$ cat src/rtl/sipo_pkg.sv
// Shared definitions for the serial-in/parallel-out receiver: output buffer
// state encoding, default word width and the bit-counter width helper.
package sipo_pkg;

  typedef enum logic {
    EMPTY = 1'b0,
    FULL  = 1'b1
  } buf_state_t;

  localparam int DEFAULT_WIDTH = 8;

  // The counter must hold WIDTH itself when a trailing parity bit is framed.
  function automatic int cnt_width(input int width);
    return $clog2(width + 1);
  endfunction

endpackage

$ cat src/rtl/sipo_out_buf.sv
// One-entry output register for the deserializer. Holds the last completed
// word behind a valid/ready handshake and raises a sticky overrun flag when
// a word completes while the held one has not been accepted.
// Optional macro PARITY_CHECK_EN adds a parity error flag stored with the word.
module sipo_out_buf
  import sipo_pkg::*;
#(
  parameter int WIDTH = DEFAULT_WIDTH
) (
  input  logic             clk,
  input  logic             reset,
  input  logic             load,
  input  logic [WIDTH-1:0] load_data,
`ifdef PARITY_CHECK_EN
  input  logic             load_perr,
  output logic             parity_err,
`endif
  input  logic             out_ready,
  input  logic             overrun_clr,
  output logic [WIDTH-1:0] parallel_out,
  output logic             out_valid,
  output logic             overrun
);

  buf_state_t state;

  // Buffer FSM: accept a new word when empty or when the held word is taken
  // in the same cycle; otherwise drop it and flag overrun (set beats clear).
  always_ff @(posedge clk or posedge reset) begin
    if (reset) begin
      state        <= EMPTY;
      parallel_out <= '0;
      overrun      <= 1'b0;
`ifdef PARITY_CHECK_EN
      parity_err   <= 1'b0;
`endif
    end else begin
      if (overrun_clr) overrun <= 1'b0;
      case (state)
        EMPTY: begin
          if (load) begin
            state        <= FULL;
            parallel_out <= load_data;
`ifdef PARITY_CHECK_EN
            parity_err   <= load_perr;
`endif
          end
        end
        FULL: begin
          if (load && out_ready) begin
            parallel_out <= load_data;
`ifdef PARITY_CHECK_EN
            parity_err   <= load_perr;
`endif
          end else if (load) begin
            overrun <= 1'b1;
          end else if (out_ready) begin
            state <= EMPTY;
          end
        end
        default: state <= EMPTY;
      endcase
    end
  end

  assign out_valid = (state == FULL);

endmodule

$ cat src/rtl/sipo_deserializer.sv
// Serial-in/parallel-out receiver. Captures one bit per bit_valid strobe,
// assembles WIDTH-bit words (MSB- or LSB-first) and hands each completed
// word to a one-entry output buffer with valid/ready handshake.
// Optional macro PARITY_CHECK_EN: each frame carries one trailing even-parity
// bit that is checked but not stored, and a parity_err output is added.
module sipo_deserializer
  import sipo_pkg::*;
#(
  parameter int WIDTH     = DEFAULT_WIDTH,
  parameter bit MSB_FIRST = 1'b1
) (
  input  logic             clk,
  input  logic             reset,
  input  logic             serial_in,
  input  logic             bit_valid,
  input  logic             frame_start,
  output logic [WIDTH-1:0] parallel_out,
  output logic             out_valid,
  input  logic             out_ready,
  output logic             busy,
  output logic             overrun,
`ifdef PARITY_CHECK_EN
  output logic             parity_err,
`endif
  input  logic             overrun_clr
);

  localparam int CW = cnt_width(WIDTH);
`ifdef PARITY_CHECK_EN
  localparam logic [CW-1:0] LAST = CW'(WIDTH);
`else
  localparam logic [CW-1:0] LAST = CW'(WIDTH - 1);
`endif

  logic [WIDTH-1:0] shift_reg;
  logic [WIDTH-1:0] shift_next;
  logic [WIDTH-1:0] word;
  logic [CW-1:0]    bit_cnt;
  logic             at_last;
  logic             complete;
  logic             shift_en;
`ifdef PARITY_CHECK_EN
  logic             word_perr;
`endif

  // Next shift value, completion detect and the word handed to the buffer;
  // a frame_start strobe always begins a new frame, so it never completes one.
  always_comb begin
    shift_next = MSB_FIRST ? {shift_reg[WIDTH-2:0], serial_in}
                           : {serial_in, shift_reg[WIDTH-1:1]};
    at_last    = (bit_cnt == LAST) && !frame_start;
    complete   = bit_valid && at_last;
`ifdef PARITY_CHECK_EN
    shift_en   = bit_valid && !at_last;
    word       = shift_reg;
    word_perr  = ^{shift_reg, serial_in};
`else
    shift_en   = bit_valid;
    word       = shift_next;
`endif
  end

  // Shift register and bit counter; stale shift contents need no clearing on
  // resync because a full frame shifts them all out.
  always_ff @(posedge clk or posedge reset) begin
    if (reset) begin
      shift_reg <= '0;
      bit_cnt   <= '0;
    end else begin
      if (shift_en) shift_reg <= shift_next;
      if (frame_start) begin
        bit_cnt <= bit_valid ? CW'(1) : '0;
      end else if (bit_valid) begin
        bit_cnt <= complete ? '0 : bit_cnt + CW'(1);
      end
    end
  end

  assign busy = (bit_cnt != '0);

  sipo_out_buf #(
    .WIDTH(WIDTH)
  ) u_out_buf (
    .clk          (clk),
    .reset        (reset),
    .load         (complete),
    .load_data    (word),
`ifdef PARITY_CHECK_EN
    .load_perr    (word_perr),
    .parity_err   (parity_err),
`endif
    .out_ready    (out_ready),
    .overrun_clr  (overrun_clr),
    .parallel_out (parallel_out),
    .out_valid    (out_valid),
    .overrun      (overrun)
  );

endmodule

$ cat config.mk
export PLATFORM = sky130hd
export DESIGN_NAME = sipo_deserializer
export DESIGN_NICKNAME = d
export VERILOG_FILES = /design/src/rtl/sipo_pkg.sv /design/src/rtl/sipo_out_buf.sv /design/src/rtl/sipo_deserializer.sv
export SDC_FILE = /design/constraint.sdc
export NUM_CORES = 1
export LEC_CHECK = 0
export ABC_AREA = 1
export CORE_ASPECT_RATIO = 0.9
export CORE_UTILIZATION = 35
export CTS_BUF_LIST = sky130_fd_sc_hd__clkbuf_2
export CTS_CLUSTER_SIZE = 25
export DETAILED_ROUTE_END_ITERATION = 12
export GPL_TIMING_DRIVEN = 0
export SYNTH_ARGS = -nofsm -noshare
export SYNTH_HDL_FRONTEND = slang
export SYNTH_SLANG_ARGS = --single-unit
$ cat constraint.sdc
create_clock -name clk -period 1.1 [get_ports clk]
set_input_delay 0.165 -clock clk [delete_from_list [all_inputs] [get_ports clk]]
set_output_delay 0.165 -clock clk [all_outputs]
set_load 0.01 [all_outputs]
# After elaboration in Yosys (flattened, before gate mapping)
# Cells that the tools add are included.
[word_totals] reg_bits=21 elab_cells=33
[classes] addsub=1 n_eq_ne=3 mux=16 bitwise=1 reduce_logical=7
[ops] cell="$mux W8" count=2
[ops] cell="$pmux W8 S2" count=1
[ops] cell="$mux W4" count=3
[ops] cell="$mux W1" count=9
[ops] cell="$add A4 B1 Y4 const B" count=1
[ops] cell="$eq A4 B3 Y1 const B" count=1
[ops] cell="$ne A2 B2 Y1 const B" count=2
[ops] cell="$reduce_bool A4 Y1" count=1
[ops] cell="$logic_and A1 B1 Y1" count=3
[ops] cell="$pmux W1 S2" count=1
[ops] cell="$reduce_and A2 Y1" count=1
[ops] cell="$reduce_bool A2 Y1" count=1
[ops] cell="$logic_not A1 Y1" count=1
[ops] cell="$not A1 Y1" count=1

# Longest topological paths before layout
# Gate-level depths: netlist of run 1.
[logic_depth] depth_word=6 mapped_depth=7 depth_no_buf=6

# Cells and area by module
# Synthesis of run 1 repeated with hierarchy kept, for this count alone.
[unflattened] hier_cells=107 hier_area_um2=1016.0
[by_module_without_submodules] module="sipo_deserializer" instances=1 cells_per_inst=63 area_each_um2=538.0 seq_area_each_um2=275.3
[by_module_without_submodules] module="sipo_out_buf" instances=1 cells_per_inst=44 area_each_um2=478.0 seq_area_each_um2=250.2

# Worst setup path after synthesis of run 1
# OpenSTA, ideal clock, no wires.
[synth_path] kind="register to register" startpoint="register bit_cnt[0]" endpoint="register bit_cnt[3]" setup_time_ns=0.065 arrival_ns=1.066 required_ns=1.035 setup_slack_ns=-0.032 path_stages_with_launch=8 n_path_buf=1 synth_period_minus_slack_ns=1.132 path_cell_list="dfrtp_1 -> ha_1 -> nand2_2 -> nor2_4 -> buf_6 -> nor2_1 -> nand3_1 -> nand2_1"
[synth_via] elab_chain_len=6 elab_cells_between_ends=7 cone_classes="1 x add/sub; 1 x eq/ne; 3 x mux; 2 x reduce/logical"
[synth_lines] element="start: declaration" line="sipo_deserializer.sv:38" source="logic [CW-1:0] bit_cnt;"
[synth_lines] element="start signal: assignment" line="sipo_deserializer.sv:72" source="bit_cnt <= bit_valid ? CW'(1) : '0;"
[synth_lines] element="start signal: assignment" line="sipo_deserializer.sv:74" source="bit_cnt <= complete ? '0 : bit_cnt + CW'(1);"
[synth_lines] element="parallel branches: the longest is 3 deep, another holds $add A4 B1 Y4"
[synth_lines] element="$mux W4 (*)" line="sipo_deserializer.sv:74"
[synth_lines] element="$mux W4 (*)" line="sipo_deserializer.sv:73" source="end else if (bit_valid) begin"
[synth_lines] element="$mux W4 (*)" line="sipo_deserializer.sv:71" source="if (frame_start) begin"
# Mark *: on every way between the ends. The select of a mux whose other input is x is not followed.
# A chain may end at the register's enable or synchronous reset.

# Worst setup path in the final report of run 1
[layout_path] startpoint="register bit_cnt[0]" endpoint="output busy"
[layout_via] elab_chain_len=1
[layout_lines] element="$reduce_bool A4 Y1" line="sipo_deserializer.sv:79" source="assign busy = (bit_cnt != '0);"
[layout_lines] element="end: declaration" line="sipo_deserializer.sv:20" source="output logic busy,"
# No other way between the ends.

==> results.py, run 1 <==
metrics = {
    "logic_synthesis": {
        "netlist_top_cells_count": "sky130_fd_sc_hd__nand2_1, sky130_fd_sc_hd__dfrtp_1, sky130_fd_sc_hd__nand4_1, sky130_fd_sc_hd__inv_1",
        "synth_most_common_cell": "sky130_fd_sc_hd__nand2_1",
        "syn_area_um2": 937.1,
        "asyncSetResetFlopFracSynth_pct": 100.0,
        "synth_top_cells_by_area": "sky130_fd_sc_hd__dfrtp_1, sky130_fd_sc_hd__nand2_1, sky130_fd_sc_hd__nand4_1",
        "synth.net_count": 115,
        "synthFlopType": "sky130_fd_sc_hd__dfrtp_1",
        "synthCells": 106,
        "yosys.area.top_type_share_pct": 56.07,
        "synth_seq_cells": 21,
        "post_synth_num_cell_types": 18,
        "netlist.top_cell.by_area": "sky130_fd_sc_hd__dfrtp_1",
        "syn_area_per_cell_um2": 8.841,
        "number_of_flops_mapped_to_enable_cells_by_yosys": 0,
        "yosysSeqAreaShare_pct": 56.07,
        "synth.yosys.warnings": 0,
    },
    "setup_path": {
        "worst_r2r_path_depth": 8,
        "worst-setup-path-type": "register to output port",
        "critPathMaxFanout": 2,
        "cp_data_arrival_time_ns": 1.13,
        "worst_ep_required_time_ns": 0.94,
        "timing.critical_path.from_type": "register",
        "setup.worst_path.end_class": "output port",
    },
    "die": {
        "initial_core_util_pct": 37.66,
        "fp-row-count": 17,
        "fp.coreArea_um2": 2489,
        "ios": 18,
        "die_width_um": 56.55,
        "die-area_um2": 2889,
        "dieHeight_um": 51.09,
    },
    "cells_and_area": {
        "area_growth_syn_to_layout_pct": 33.64,
        "layout-drive-gt1-share_pct": 31.65,
        "antenna-diode-count": 0,
        "largest_register_ff_count": 8,
        "finish.net_count": 149,
        "post_layout_cell_count": 167,
    },
    "timing": {
        "period_utilisation_layout_pct": 117.3,
        "worstMarginPinSlew_ns": 0.7751,
        "period_needed_ns": 1.291,
        "max_freq_ghz": 0.7748,
        "post-route-worst-setup-slack_ns": -0.1906,
        "slew_headroom_pct": 48.27,
        "finClkSkew_ns": 0.008425,
        "report.final.hold_viol_count": 0,
        "setup_viol": 12,
        "totalNegativeSetupSlack_ns": -1.818,
        "slew_viol_final": 0,
        "rsz0062_at_grt": "yes",
    },
    "route": {
        "dr_wl_met2_um": 993,
        "antenna_violating_nets_post_route": 0,
        "drt-pass1-iter-count": 4,
        "via_count": 794,
        "route.top_layer_used": "met4",
        "drt_drc_violations_left": 0,
        "routedWlPerCell_um": 11.79,
        "route.detailed.vias_per_inst": 4.754,
        "drt_wl_total_mm": 1.969,
        "routed-wl-met3_um": 68,
        "dr.first_iter.drc_count": 17,
        "routedLengthMet1_um": 891,
    },
    "power": {
        "clkPwrFrac_pct": 22.2,
        "power_frac_seq_pct": 61.6,
        "max-vdd-ir-drop_v": 0.0005567,
        "cellLeakagePower_uw": 0.0006984,
        "powerDensity_nw_per_um2": 1118,
        "internal_power_uw": 1016,
        "p_switching_uw": 384.3,
        "switching_share_pct": 27.44,
        "power_frac_comb_pct": 16.2,
    },
    "global_route": {
        "global_route.overflow_total": 0,
        "grt_use_total_pct": 14.13,
        "grt_max_degree": 22,
        "first_pass_grt_wire_length_mm": 3.132,
        "number_of_global_route_vias_before_repair": 756,
        "antenna_found_initial": 0,
    },
    "job": {
        "drv_cap": 0,
    },
    "place": {
        "routabilityCongestion": 0.7004,
        "hpwl_mm": 1.268,
        "io_buffers": 17,
        "placedCellCount": 151,
    },
    "clock_network": {
        "cts_made_buffers": 3,
        "cts_tree": "yes",
        "max-clock-path-buffers": 2,
        "clock-sinks": 21,
        "ctsHtreeMaxLevel": 1,
        "skew_pair_late_insertion_delay_ns": 0.31,
        "clock-root-buffer": "sky130_fd_sc_hd__clkbuf_2",
        "clk_pin_slew_ns": 0.20,
    },
    "status": {
        "violated_checks": "negative setup slack",
        "status": "finished, violations left",
    },
    "hold_path": {
        "min-delay-path-class": "input pin to async pin",
    },
}
-- worst max-delay path: stages (launching register included) --
cell	delay [ns]
sky130_fd_sc_hd__dfrtp_1	0.44
sky130_fd_sc_hd__inv_2	0.09
sky130_fd_sc_hd__ha_4	0.12
sky130_fd_sc_hd__nand2_2	0.05
sky130_fd_sc_hd__buf_6	0.12
-- metrics by stage --
step | total power (uW) | instance area, um2 | utilization [%] | setup WS (ns) | hold WS [ns]
2_1_floorplan | 972.1 | 939.7 | - | -0.01818 | 0.1415
3_3_place_gp | 1050 | 1145 | 46.00 | -0.2962 | 0.4548
3_5_place_dp | 1055 | 1145 | 46.00 | -0.3168 | 0.4576
4_1_cts | 1391 | 1201 | 48.27 | -0.1951 | 0.2776
5_1_grt | 1481 | 1252 | 50.33 | -0.2632 | 0.3191
6_report | 1400 | 1252 | 50.33 | -0.1906 | 0.2619
-- worst paths after layout --
kind	start	endpoint	slack, ns
worst max-delay path	bit_cnt[0]	busy	-0.19
worst min-delay path	reset	u_out_buf.parallel_out[2]	0.26
worst max register to register	bit_cnt[1]	bit_cnt[3]	-0.18
worst min register to register	u_out_buf.parallel_out[7]	u_out_buf.parallel_out[7]	0.49
max in group asynchronous	reset	bit_cnt[3]	0.31
min in group clk	serial_in	shift_reg[0]	0.39
-- cells in the final DEF (no fill, tap or decap), types with 3 or more instances in the layout --
master,instances
sky130_fd_sc_hd__a21oi_1,3
sky130_fd_sc_hd__buf_2,13
sky130_fd_sc_hd__buf_4,10
sky130_fd_sc_hd__buf_6,4
sky130_fd_sc_hd__clkbuf_2,3
sky130_fd_sc_hd__clkdlybuf4s50_1,6
sky130_fd_sc_hd__dfrtp_1,20
sky130_fd_sc_hd__inv_1,4
sky130_fd_sc_hd__inv_2,4
sky130_fd_sc_hd__nand2_1,43
sky130_fd_sc_hd__nand3_1,3
sky130_fd_sc_hd__nand4_1,9
sky130_fd_sc_hd__nor2_1,3
-- cell type report --
class                      count  area [um2]
buffer                         4       26.28
clock buffer                   3       15.01
clock inverter                 1       5.005
fill                         241        1236
inverter                       9       33.78
multi-input combinational     72       391.6
sequential                    21       526.8
tap                           28       35.03
timing repair buffer          29       219.0
-- per-layer routing --
| layer | track usage [%] | vias to the layer above |
|---|---|---|
| met2 | 25.69 | 13 |
| li1 | - | 406 |
| met1 | 16.16 | 373 |
| met5 | 0 | - |
| met3 | 2.785 | 2 |
| met4 | 6.098 | 0 |
-- power by group through the flow --
stage,Sequential [uW],Combinational (uW),Clock [uW]
4_1_cts,861,203,326
5_1_grt,870,255,356
3_5_place_dp,880,175,0
2_1_floorplan,875,96.7,0
3_3_place_gp,878,172,0
6_report,863,227,310
-- cells by family after synthesis --
group / synth area share (%)
buffers and inverters: 6.408
and+or+nand+nor: 30.04
DFF: 56.07
AOI/OAI and AO/OA: 4.806
adders and majority gates: 2.670
-- timing repair --
item / in CTS / in global routing
cloned: 1 / 0
gates resized for setup: 54 / 4
endpoints found under the setup margin: 22 / 20
setup buffers: 6 / 5
hold buffers: 0 / 0
pin swaps: 2 / 3
No activity file was read; power rests on OpenSTA's default activity.
==> run 2: changes to the inputs <==
--- a/config.mk
+++ b/config.mk
@@ -8,2 +8,3 @@
 export ABC_AREA = 1
+export ABC_CLOCK_PERIOD_IN_PS = 1100
 export CORE_ASPECT_RATIO = 0.9
@@ -17 +18,2 @@
 export SYNTH_SLANG_ARGS = --single-unit
+export TNS_END_PERCENT = 50
==> constraint.sdc (replaced) <==
create_clock -name clk -period 1.1 [get_ports clk]
set_input_delay 0.22 -clock clk [delete_from_list [all_inputs] [get_ports clk]]
set_output_delay 0.22 -clock clk [all_outputs]
set_load 0.01 [all_outputs]
==> run 2 against run 1 <==
  * Maximum frequency decreased by 3.6%
  * Utilization fell by 2.0 points
  * The run still ends with negative setup slack left
  * Total power is 1.0% lower
  * Largest power group unchanged
  * Clock skew up 0.0057 ns
  * Cell count decreased by 2.4%
  * Non-clock buffer count down 4
  * Critical path depth shrank 1
  * Register-to-register slack got worse by 0.05 ns
  * Global-route usage shrank 0.16 points
  * Largest cell class unchanged
==> results.py, run 2 (synthesis gave the netlist of run 1 again) <==
metrics = {
    "setup_path": {
        "cp_data_arrival_time_ns": 1.12,
        "timing.critical_path.from_type": "register",
        "worst-setup-path-type": "register to output port",
        "critPathMaxFanout": 6,
        "setup.worst_path.end_class": "output port",
        "worst_ep_required_time_ns": 0.88,
    },
    "clock_network": {
        "max-clock-path-buffers": 2,
        "cts_tree": "yes",
        "ctsHtreeMaxLevel": 1,
        "cts_made_buffers": 3,
        "clk_pin_slew_ns": 0.20,
        "cts_hold_repair.buffers": 0,
        "clock-sinks": 21,
        "clock-root-buffer": "sky130_fd_sc_hd__clkbuf_2",
        "skew_pair_late_insertion_delay_ns": 0.32,
    },
    "cells_and_area": {
        "finish.instance_area_um2": 1204,
        "multi_input_area_um2": 376.6,
        "antenna-diode-count": 0,
        "layout.cells.most_common": "sky130_fd_sc_hd__nand2_1",
        "layout.area.seq_um2": 526.8,
        "largest_register_ff_count": 8,
        "area_growth_syn_to_layout_pct": 28.44,
        "num-fill-cells": 250,
        "layout-drive-gt1-share_pct": 29.63,
        "finish.net_count": 145,
        "most-common-layout-cells": "sky130_fd_sc_hd__nand2_1, sky130_fd_sc_hd__dfrtp_1, sky130_fd_sc_hd__buf_2, sky130_fd_sc_hd__nand4_1, sky130_fd_sc_hd__buf_4",
    },
    "status": {
        "violated_checks": "negative setup slack",
        "status": "finished, violations left",
    },
    "route": {
        "drt_drc_violations_left": 0,
        "route.detailed.vias_per_inst": 4.699,
        "drt-pass1-iter-count": 4,
        "via_count": 766,
        "dr.first_iter.drc_count": 9,
        "antenna_violating_nets_post_route": 0,
        "drt_wl_total_mm": 1.892,
        "routedWlPerCell_um": 11.61,
    },
    "timing": {
        "post-route-worst-setup-slack_ns": -0.2383,
        "finClkSkew_ns": 0.01411,
        "rsz0062_at_grt": "yes",
        "period_utilisation_layout_pct": 121.7,
        "report.final.hold_viol_count": 0,
        "setup_viol": 19,
        "slew_viol_final": 0,
        "totalNegativeSetupSlack_ns": -2.392,
        "max_freq_ghz": 0.7472,
        "period_needed_ns": 1.338,
        "worstMarginPinSlew_ns": 0.7737,
        "slew_headroom_pct": 48.36,
    },
    "die": {
        "dieHeight_um": 51.09,
        "die_width_um": 56.55,
        "die-area_um2": 2889,
        "ios": 18,
        "fp-row-count": 17,
        "initial_core_util_pct": 37.66,
        "fp.coreArea_um2": 2489,
    },
    "place": {
        "io_buffers": 17,
        "routabilityCongestion": 0.7004,
        "detailed_place.area_um2": 1145,
        "hpwl_mm": 1.268,
    },
    "power": {
        "powerDensity_nw_per_um2": 1152,
        "cellLeakagePower_uw": 0.0006597,
        "max-vdd-ir-drop_v": 0.0005539,
    },
    "job": {
        "drv_cap": 0,
    },
    "global_route": {
        "antenna_found_initial": 0,
        "global_route.overflow_total": 0,
        "first_pass_grt_wire_length_mm": 3.077,
        "grt_use_total_pct": 13.96,
        "grt_max_degree": 22,
        "number_of_global_route_vias_before_repair": 736,
    },
    "hold_path": {
        "min-delay-path-class": "input pin to async pin",
    },
}
-- run 2: changes by cell type in the layout (fill, tap and decap cells not counted) --
| cell | delta |
|---|---|
| sky130_fd_sc_hd__o21ai_1 | -1 |
| sky130_fd_sc_hd__o21ai_0 | +1 |
| sky130_fd_sc_hd__buf_4 | -3 |
| sky130_fd_sc_hd__buf_6 | -1 |
| sky130_fd_sc_hd__nand2_2 | +1 |
| sky130_fd_sc_hd__ha_4 | -1 |
| sky130_fd_sc_hd__nand2_4 | -1 |
| sky130_fd_sc_hd__ha_2 | +1 |
-- run 2: repair_timing --
item	in CTS	in global routing
setup buffers	6	1
gates resized for setup	50	4
gates cloned	0	1
setup endpoints to repair	22	24
pin swaps	1	1
-- run 2: power by group --
part           leakage (uW)  internal, uW  switching, uW
Sequential         0.000280           824           37.9
Clock             0.0000164          82.4            230
Combinational      0.000363           100            111
Total              0.000660          1010            379
-- run 2: metal layers --
layer	GRT usage, %	routed length, um	share of wire, %
met4	6.098	31	1.6
met3	2.785	71	3.8
met1	15.83	869	46
met5	0	0	0
met2	25.49	919	49
-- run 2: final cells by class --
type / count / area share, %
inverter: 9 / 2.807
buffer: 4 / 2.183
tap: 28 / 2.911
sequential: 21 / 43.76
timing repair buffer: 25 / 15.38
clock buffer: 3 / 1.247
clock inverter: 1 / 0.4158
multi-input combinational: 72 / 31.29
-- run 2: path summary, 6_finish.rpt --
check,start,end,slack [ns],cells past startpoint
worst min register to register,u_out_buf.parallel_out[7],u_out_buf.parallel_out[7],0.49,2
min in group clk,serial_in,shift_reg[0],0.44,3
max in group asynchronous,reset,bit_cnt[3],0.26,2
worst min-delay path,reset,u_out_buf.parallel_out[2],0.31,2
worst max register to register,bit_cnt[0],bit_cnt[3],-0.23,8
worst max-delay path,bit_cnt[3],busy,-0.24,3
-- run 2: critical path, stage by stage, from the launching register on --
cell	delay, ns
sky130_fd_sc_hd__dfrtp_2	0.49
sky130_fd_sc_hd__nor2_1	0.14
sky130_fd_sc_hd__nand2_2	0.06
sky130_fd_sc_hd__buf_6	0.12
-- run 2: through the flow --
stage | worst slack [ns] | hold slack [ns] | util, % | total power [uW] | instances
floorplan | -0.01818 | 0.1965 | - | 972.1 | 106
global placement | -0.3512 | 0.4548 | 46.00 | 1050 | 151
detailed placement | -0.3718 | 0.4576 | 46.00 | 1055 | 151
CTS | -0.2388 | 0.3326 | 47.26 | 1382 | 161
global route | -0.3080 | 0.3668 | 48.37 | 1468 | 163
finish | -0.2383 | 0.3059 | 48.37 | 1386 | 163
==> run 3: changes to the inputs <==
Settings changed: ABC_CLOCK_PERIOD_IN_PS 1100 to 1120.
Clock period 1.1 ns to 1.12 ns, I/O delays scaled along.
==> run 3 against run 2 <==
  * The run still ends with negative setup slack left
  * Sequential power fell by 2%
  * Die area unchanged
  * Sequential cell count is the same
  * Cell count down 1.2%
  * Utilization decreased by 0.35 points
  * Critical endpoint unchanged
==> results.py, run 3 (synthesis gave the netlist of run 1 again) <==
metrics = {
    "power": {
        "powerDensity_nw_per_um2": 1148,
        "switching_share_pct": 28.69,
        "power_frac_seq_pct": 61.8,
        "internal_power_uw": 978.4,
        "cellLeakagePower_uw": 0.0006496,
        "max-vdd-ir-drop_v": 0.0004975,
        "total_power_uw": 1372,
        "clkPwrFrac_pct": 23.8,
        "power_frac_comb_pct": 14.4,
        "p_switching_uw": 393.7,
    },
    "cells_and_area": {
        "finish.net_count": 143,
        "largest_register_ff_count": 8,
        "num-fill-cells": 262,
        "antenna-diode-count": 0,
        "most-common-layout-cells": "sky130_fd_sc_hd__nand2_1, sky130_fd_sc_hd__dfrtp_1, sky130_fd_sc_hd__buf_2, sky130_fd_sc_hd__nand4_1, sky130_fd_sc_hd__nand2_2",
        "layout-drive-gt1-share_pct": 31.58,
        "post_layout_cell_count": 161,
        "area_growth_syn_to_layout_pct": 27.50,
        "finalCoreUtilization_pct": 48.01,
        "layout.cells.most_common": "sky130_fd_sc_hd__nand2_1",
    },
    "place": {
        "placedCellCount": 151,
        "hpwl_mm": 1.247,
        "routabilityCongestion": 0.6969,
        "io_buffers": 17,
    },
    "timing": {
        "period_utilisation_layout_pct": 121.3,
        "finClkSkew_ns": 0.004915,
        "rsz0062_at_grt": "yes",
        "slew_headroom_pct": 45.91,
        "report.final.hold_viol_count": 0,
        "worstMarginPinSlew_ns": 0.8105,
        "max_freq_ghz": 0.7360,
        "slew_viol_final": 0,
        "setup_viol": 18,
        "post-route-worst-setup-slack_ns": -0.2388,
        "period_needed_ns": 1.359,
    },
    "global_route": {
        "number_of_global_route_vias_before_repair": 723,
        "grt_max_degree": 22,
        "gr-max-usage-layer": "met2",
        "global_route.overflow_total": 0,
        "groute.layer.met3.usage_pct": 2.532,
        "grt_use_total_pct": 14.96,
        "globalRouteMet1Util_pct": 19.74,
        "first_pass_grt_wire_length_mm": 3.270,
        "antenna_found_initial": 0,
        "gr-usage-met2_pct": 23.14,
    },
    "clock_network": {
        "clock-root-buffer": "sky130_fd_sc_hd__clkbuf_2",
        "clock-sinks": 21,
        "skew_pair_late_insertion_delay_ns": 0.33,
        "cts_made_buffers": 3,
        "clk_pin_slew_ns": 0.21,
        "ctsHtreeMaxLevel": 1,
        "cts_hold_repair.buffers": 0,
        "max-clock-path-buffers": 2,
        "cts_tree": "yes",
    },
    "setup_path": {
        "setup.worst_path.end_class": "output port",
        "worstReg2RegStart": "bit_cnt[0]",
        "worst_ep_required_time_ns": 0.90,
        "worst_r2r_path_depth": 7,
        "cp_data_arrival_time_ns": 1.13,
        "reg2reg_slack_ns": -0.22,
        "timing.critical_path.from_type": "register",
        "critPathMaxFanout": 2,
        "regToRegEndpoint": "u_out_buf.parallel_out[6]",
        "worst-setup-path-type": "register to output port",
    },
    "die": {
        "initial_core_util_pct": 37.66,
        "ios": 18,
        "dieHeight_um": 51.09,
        "die-area_um2": 2889,
        "die_width_um": 56.55,
        "fp-row-count": 17,
        "fp.coreArea_um2": 2489,
    },
    "status": {
        "status": "finished, violations left",
        "violated_checks": "negative setup slack",
    },
    "route": {
        "routedWlPerCell_um": 12.20,
        "drt-pass1-iter-count": 4,
        "drt_drc_violations_left": 0,
        "dr.first_iter.drc_count": 14,
        "via_count": 794,
        "route.detailed.vias_per_inst": 4.932,
        "drt_wl_total_mm": 1.965,
        "antenna_violating_nets_post_route": 0,
    },
    "hold_path": {
        "min-delay-path-class": "input pin to async pin",
    },
    "job": {
        "drv_cap": 0,
    },
}
-- run 3: cell count changes in the layout (fill, tap and decap cells not counted) --
cell | previous run | this run
sky130_fd_sc_hd__nand2_1 | 43 | 39
sky130_fd_sc_hd__nand2_2 | 3 | 7
sky130_fd_sc_hd__buf_4 | 7 | 6
sky130_fd_sc_hd__buf_6 | 3 | 2
-- run 3: critical path, stage by stage (launching register included) --
cell,delay [ns]
sky130_fd_sc_hd__dfrtp_1,0.43
sky130_fd_sc_hd__inv_2,0.08
sky130_fd_sc_hd__ha_4,0.12
sky130_fd_sc_hd__nand2_1,0.04
sky130_fd_sc_hd__buf_2,0.13
-- run 3: through the flow --
step                TNS [ns]  cell area (um2)  setup WS (ns)  hold WS [ns]
finish                -2.500             1195        -0.2388        0.3076
global route          -4.044             1195        -0.3072        0.3642
CTS                   -2.179             1161        -0.2374        0.3383
detailed placement    -7.945             1145        -0.3514        0.4576
global placement      -7.040             1145        -0.3393        0.4547
floorplan                  0            939.7      0.0005772        0.2005
-- run 3: worst max path at each step --
| stage | from | end | slack, ns | cells after the start |
|---|---|---|---|---|
| floorplan | bit_cnt[0] | bit_cnt[3] | 0.0006 | 7 |
| global placement | bit_cnt[0] | busy | -0.34 | 4 |
| detailed placement | bit_cnt[0] | busy | -0.35 | 4 |
| CTS | bit_cnt[1] | busy | -0.24 | 4 |
| global route | bit_cnt[0] | u_out_buf.parallel_out[2] | -0.31 | 7 |
| finish | bit_cnt[1] | busy | -0.24 | 4 |
-- run 3: power groups by stage --
stage                     Combinational (uW)  Sequential (uW)  Clock, uW
after floorplan                         95.0              860          0
after global placement                   169              862          0
after detailed placement                 173              865          0
after CTS                                186              846        330
after global routing                     221              856        368
final                                    198              847        327
-- run 3: layout make-up --
cell class              instances  area, um2  area share (%)
clock inverters                 1      5.005          0.4188
clock buffers                   3      15.01           1.257
multi-input cells              72      386.6           32.36
repair buffers                 23      160.2           13.40
flip-flops and latches         21      526.8           44.08
plain buffers                   4      32.53           2.723
inverters                       9      33.78           2.827
well taps                      28      35.03           2.932
-- run 3: what timing repair did --
action,in CTS,in global routing
gates cloned,0,1
setup endpoints to repair,22,25
pin swaps,1,2
resized for setup,50,9
buffers inserted,4,1
-- run 3: per-layer routing --
layer	vias to the layer above	wire, um
met1	364	952
met3	6	89
met4	0	63
li1	397	-
met5	-	0
met2	27	859
